`src/rtl/pipe_stage_reg.sv`:
```
// Flow-controlled pipeline stage register with optional skid entry, synchronous flush
// and a saturating stall counter. Control reads NOP_CTRL whenever the stage is empty.
module pipe_stage_reg #(
    parameter int                CTRL_W   = 7,
    parameter int                DATA_W   = 106,
    parameter logic [CTRL_W-1:0] NOP_CTRL = {CTRL_W{1'b0}},
    parameter bit                SKID     = 1'b1,
    parameter int                CNT_W    = 16
) (
    input  logic              clk,
    input  logic              rst_n,
    input  logic              in_valid,
    output logic              in_ready,
    input  logic [CTRL_W-1:0] in_ctrl,
    input  logic [DATA_W-1:0] in_data,
    output logic              out_valid,
    input  logic              out_ready,
    output logic [CTRL_W-1:0] out_ctrl,
    output logic [DATA_W-1:0] out_data,
    input  logic              flush,
    input  logic              cnt_clr,
    output logic [CNT_W-1:0]  stall_cnt
);

    localparam logic [CNT_W-1:0] CNT_MAX = '1;

    logic              out_valid_q, out_valid_d;
    logic [CTRL_W-1:0] out_ctrl_q,  out_ctrl_d;
    logic [DATA_W-1:0] out_data_q,  out_data_d;
    logic              skid_valid_q, skid_valid_d;
    logic [CTRL_W-1:0] skid_ctrl_q,  skid_ctrl_d;
    logic [DATA_W-1:0] skid_data_q,  skid_data_d;
    logic [CNT_W-1:0]  stall_cnt_q,  stall_cnt_d;

    logic out_free;
    logic accept;

    // With the skid present, in_ready comes straight from the skid flop so
    // out_ready never reaches the upstream ready path.
    assign out_free = !out_valid_q || out_ready;
    assign in_ready = SKID ? !skid_valid_q : out_free;
    assign accept   = in_valid && in_ready;

    always_comb begin
        out_valid_d  = out_valid_q;
        out_ctrl_d   = out_ctrl_q;
        out_data_d   = out_data_q;
        skid_valid_d = skid_valid_q;
        skid_ctrl_d  = skid_ctrl_q;
        skid_data_d  = skid_data_q;

        if (flush) begin
            out_valid_d  = 1'b0;
            out_ctrl_d   = NOP_CTRL;
            skid_valid_d = 1'b0;
        end else if (out_free) begin
            if (SKID && skid_valid_q) begin
                out_valid_d  = 1'b1;
                out_ctrl_d   = skid_ctrl_q;
                out_data_d   = skid_data_q;
                skid_valid_d = accept;
                if (accept) begin
                    skid_ctrl_d = in_ctrl;
                    skid_data_d = in_data;
                end
            end else if (accept) begin
                out_valid_d = 1'b1;
                out_ctrl_d  = in_ctrl;
                out_data_d  = in_data;
            end else begin
                out_valid_d = 1'b0;
                out_ctrl_d  = NOP_CTRL;
            end
        end else if (SKID && accept) begin
            skid_valid_d = 1'b1;
            skid_ctrl_d  = in_ctrl;
            skid_data_d  = in_data;
        end

        if (!SKID) begin
            skid_valid_d = 1'b0;
        end
    end

    always_comb begin
        stall_cnt_d = stall_cnt_q;
        if (cnt_clr) begin
            stall_cnt_d = '0;
        end else if (out_valid_q && !out_ready && (stall_cnt_q != CNT_MAX)) begin
            stall_cnt_d = stall_cnt_q + CNT_W'(1);
        end
    end

    always_ff @(posedge clk or negedge rst_n) begin
        if (!rst_n) begin
            out_valid_q  <= 1'b0;
            out_ctrl_q   <= NOP_CTRL;
            out_data_q   <= '0;
            skid_valid_q <= 1'b0;
            skid_ctrl_q  <= NOP_CTRL;
            skid_data_q  <= '0;
            stall_cnt_q  <= '0;
        end else begin
            out_valid_q  <= out_valid_d;
            out_ctrl_q   <= out_ctrl_d;
            out_data_q   <= out_data_d;
            skid_valid_q <= skid_valid_d;
            skid_ctrl_q  <= skid_ctrl_d;
            skid_data_q  <= skid_data_d;
            stall_cnt_q  <= stall_cnt_d;
        end
    end

    assign out_valid = out_valid_q;
    assign out_ctrl  = out_ctrl_q;
    assign out_data  = out_data_q;
    assign stall_cnt = stall_cnt_q;

endmodule

```
`config.mk`:
```
export PLATFORM = sky130hd
export DESIGN_NAME = pipe_stage_reg
export DESIGN_NICKNAME = d
export VERILOG_FILES = /design/src/rtl/pipe_stage_reg.sv
export SDC_FILE = /design/constraint.sdc
export NUM_CORES = 1
export LEC_CHECK = 0
export ABC_AREA = 1
export CAP_MARGIN = 20
export CORE_MARGIN = 1.5
export CORE_UTILIZATION = 44
export CTS_CLUSTER_SIZE = 16
export DETAILED_ROUTE_END_ITERATION = 8
export PLACE_DENSITY_LB_ADDON = 0.25
export SLEW_MARGIN = 20
export SYNTH_ARGS = -nofsm -noshare
export SYNTH_HDL_FRONTEND = slang
export SYNTH_SLANG_ARGS = --single-unit
```
`constraint.sdc`:
```
create_clock -name clk -period 1.8 [get_ports clk]
set_input_delay 0.27 -clock clk [delete_from_list [all_inputs] [get_ports clk]]
set_output_delay 0.27 -clock clk [all_outputs]
set_load 0.005 [all_outputs]
```
==> results.md <==
* Outcome: finished, final reports clean
* Worst clock skew at 0.0138 ns
* #FFs+latches synth at 244
* RD Place Congestion at 0.859
* Syn Area/Cell at 8.38 sq um
* Bufs on Longest Clock Path at 3
* Initial antenna violation count at 1
* Core area at 0.0236 sq mm
* Highest clock rate at 566 MHz
* Top FF cell, synth: dfrtp_1
* Area occupied by multi-input gates at 0.00363 sq mm
* Synth cell types at 22
* Starting Density at 45.0%
* Synth area leaders: dfrtp_1 57%, nand2_1 14%, o21ai_1 10%
* Clk Latency, worst-skew pair at 0.54 ns
* Syn. warnings at 0
* Clk root buf: clkbuf_16
* Setup slack after layout at 0.0322 ns
* Cells after DPL at 1816
* Sequential fraction of the synthesis area at 57.4%
* Clock transition at the registers of the reported paths at 0.06 ns
* CP Launch Type: flop
* Row count at 56
* Min-Delay Path Class: in -> async
* Final max-slew violation count at 0
* Syn Nets at 1388
* Leakage at 7.45 nW
* CP Class: reg -> out
* VDD IR-drop max at 0.000625 V
* Detailed placer's ending HPWL at 17800 um
* Max-slew headroom at 70.5%
* Worst flop-to-flop path endpoint: stall_cnt[7]$_DFFE_PN0P_
* Post-synth ARST share at 100%
* Drt drc at 0
* Final ANT Viol Nets at 0
* Vias in the first global route at 8602
* Final min period at 1.77 ns
* Fin. Hold Viols at 0
* Iteration-0 DRC Markers at 616
* Die height at 158 um
* Sinks on the clock net at 244
* Total track usage at 21.2%
* Vias/cell at 4.87
* Commonest non-fill, non-tap cell in the layout: nand2_1
* Power density over the cells at 1070 mW/mm^2
* Routed WL per cell at 14.0 um
* CP Max Fanout at 4
* Syn-to-layout area delta at 39.5%
* Global-route wire length before repair at 42600 um
* WL final at 26300 um
* CTS tree: done
* Dominant cell type by area after synthesis: dfrtp_1
* Routed vias at 9125
* Finished Layout Cells at 1875
* Worst r2r path cells at 11
* Total Nets Final at 1655
* Post-Synthesis Cell Area at 0.0106 sq mm
* Top-area cell type share of the netlist area at 57.4%
* # setup viols final at 0
* GRT overflow at 0
* Most frequent cells in the layout: 404 x nand2_1, 240 x dfrtp_1, 238 x clkdlybuf4s50_1
* Total iterations of the first detailed-routing run at 5
* CTS buffer count at 27
* Filler cells at 2043
* Worst-Margin Slew at 0.443 ns
* Worst reg2reg path startpoint: stall_cnt[8]$_DFFE_PN0P_
* Crit. End Element: output port
* Largest net degree at the start of global routing at 77
* DP Worst Slack at -0.00363 ns
* I/O pin cnt at 250
* Flop-to-flop setup slack at 0.09 ns
* Die Wd at 158 um
* Total die area at 0.0251 sq mm
* Post-synth EDFFs at 0
* Max Cap Viol at 0
* Port bufs at 249
* Worst EP arrival at 1.50 ns
* Reg area at 0.00611 sq mm
* Share of cells above drive strength 1 at 8.16%
* Critical Path RT at 1.53 ns
* Mapped Cells at 1268
* Ant diodes at 0
* H-tree lvl count at 1
* Final period util at 98.2%
cells by family (layout without fill, tap and decap cells):
logic type               Yosys count  in the layout  share of synthesized area (%)
AND/OR/NAND/NOR                  469            469                           17.7
XOR/XNOR                           4              4                          0.330
AO/OA/AOI/OAI                    340            340                           16.0
flip-flops                       244            244                           57.4
adder cells (fa/ha/maj)            1              1                          0.118
buffers and inverters            210            498                           8.43
Yosys cell counts (2+ instances only):
cell type / n
nand2_1: 404
dfrtp_1: 244
o21ai_1: 220
inv_1: 129
o21ai_0: 119
buf_2: 44
nand3_1: 25
clkbuf_1: 23
nor2_1: 20
nand4_1: 10
buf_6: 7
inv_2: 6
nor2_4: 4
xor2_1: 4
nor2_2: 2
worst max-delay path by stage:
stage / cells past startpoint / slack, ns / end / from
floorplan: 9 / 0.27 / stall_cnt[7]$_DFFE_PN0P_ / stall_cnt[0]$_DFFE_PN0P_
global route: 11 / -0.01 / stall_cnt[7]$_DFFE_PN0P_ / stall_cnt[8]$_DFFE_PN0P_
global placement: 9 / 0.007 / out_data[73]$_DFFE_PN0P_ / out_ready
detailed placement: 9 / -0.004 / out_data[20]$_DFFE_PN0P_ / out_ready
finish: 2 / 0.03 / stall_cnt[11] / stall_cnt[11]$_DFFE_PN0P_
CTS: 2 / 0.0002 / stall_cnt[8] / stall_cnt[8]$_DFFE_PN0P_
layer usage:
layer  part of all wire [%]  track usage, %  vias to the layer above
met1                     44            28.8                     4235
li1                       -               -                     4592
met4                    2.7            6.36                        0
met2                     47            34.6                      245
met3                    6.0            3.76                       53
met5                      0               0                        -
through the flow:
step	util [%]	hold WS, ns	power (mW)	TNS, ns	area, sq um
floorplan	-	-0.0256	8.35	0	10600
global placement	58.3	0.232	9.95	0	13800
detailed placement	58.3	0.230	10.1	-0.0188	13800
CTS	62.6	0.258	16.0	0	14800
global route	62.8	0.293	16.7	-0.0108	14800
finish	62.8	0.266	15.9	0	14800
layout make-up:
class,count,area share (%)
well taps,319,2.69
flip-flops and latches,244,41.2
clock inverters,12,1.27
inverters,136,3.51
clock buffers,38,5.24
repair buffers,312,21.6
multi-input cells,814,24.5
state kept, by name (all words and copies together), names as in the netlist:
register	cells
skid_ctrl_q	7
skid_data_q	106
out_data	106
stall_cnt	16
out_valid	1
skid_valid_q	1
out_ctrl	7
worst max-delay path, stage by stage, from the launching register on:
cell and delay (ns):
dfrtp_1 0.35, buf_4 0.13, clkdlybuf4s50_1 0.49
where the power goes:
| group | total [mW] | switching (mW) | leakage, nW | internal, mW |
|---|---|---|---|---|
| logic | 2.81 | 1.21 | 3.89 | 1.60 |
| clock network | 5.91 | 2.20 | 0.480 | 3.71 |
| registers | 7.17 | 0.600 | 3.08 | 6.57 |
| total | 15.9 | 4.01 | 7.45 | 11.9 |
repair_timing:
| action | CTS | global route |
|---|---|---|
| pin swaps | 0 | 1 |
| setup endpoints to repair | 8 | 20 |
| hold buffers | 1 | 0 |
| setup buffers | 5 | 3 |
| gates resized for setup | 11 | 7 |
| hold endpoints to repair | 46 | 0 |
Note: power is estimated with default switching activity, not from simulation.
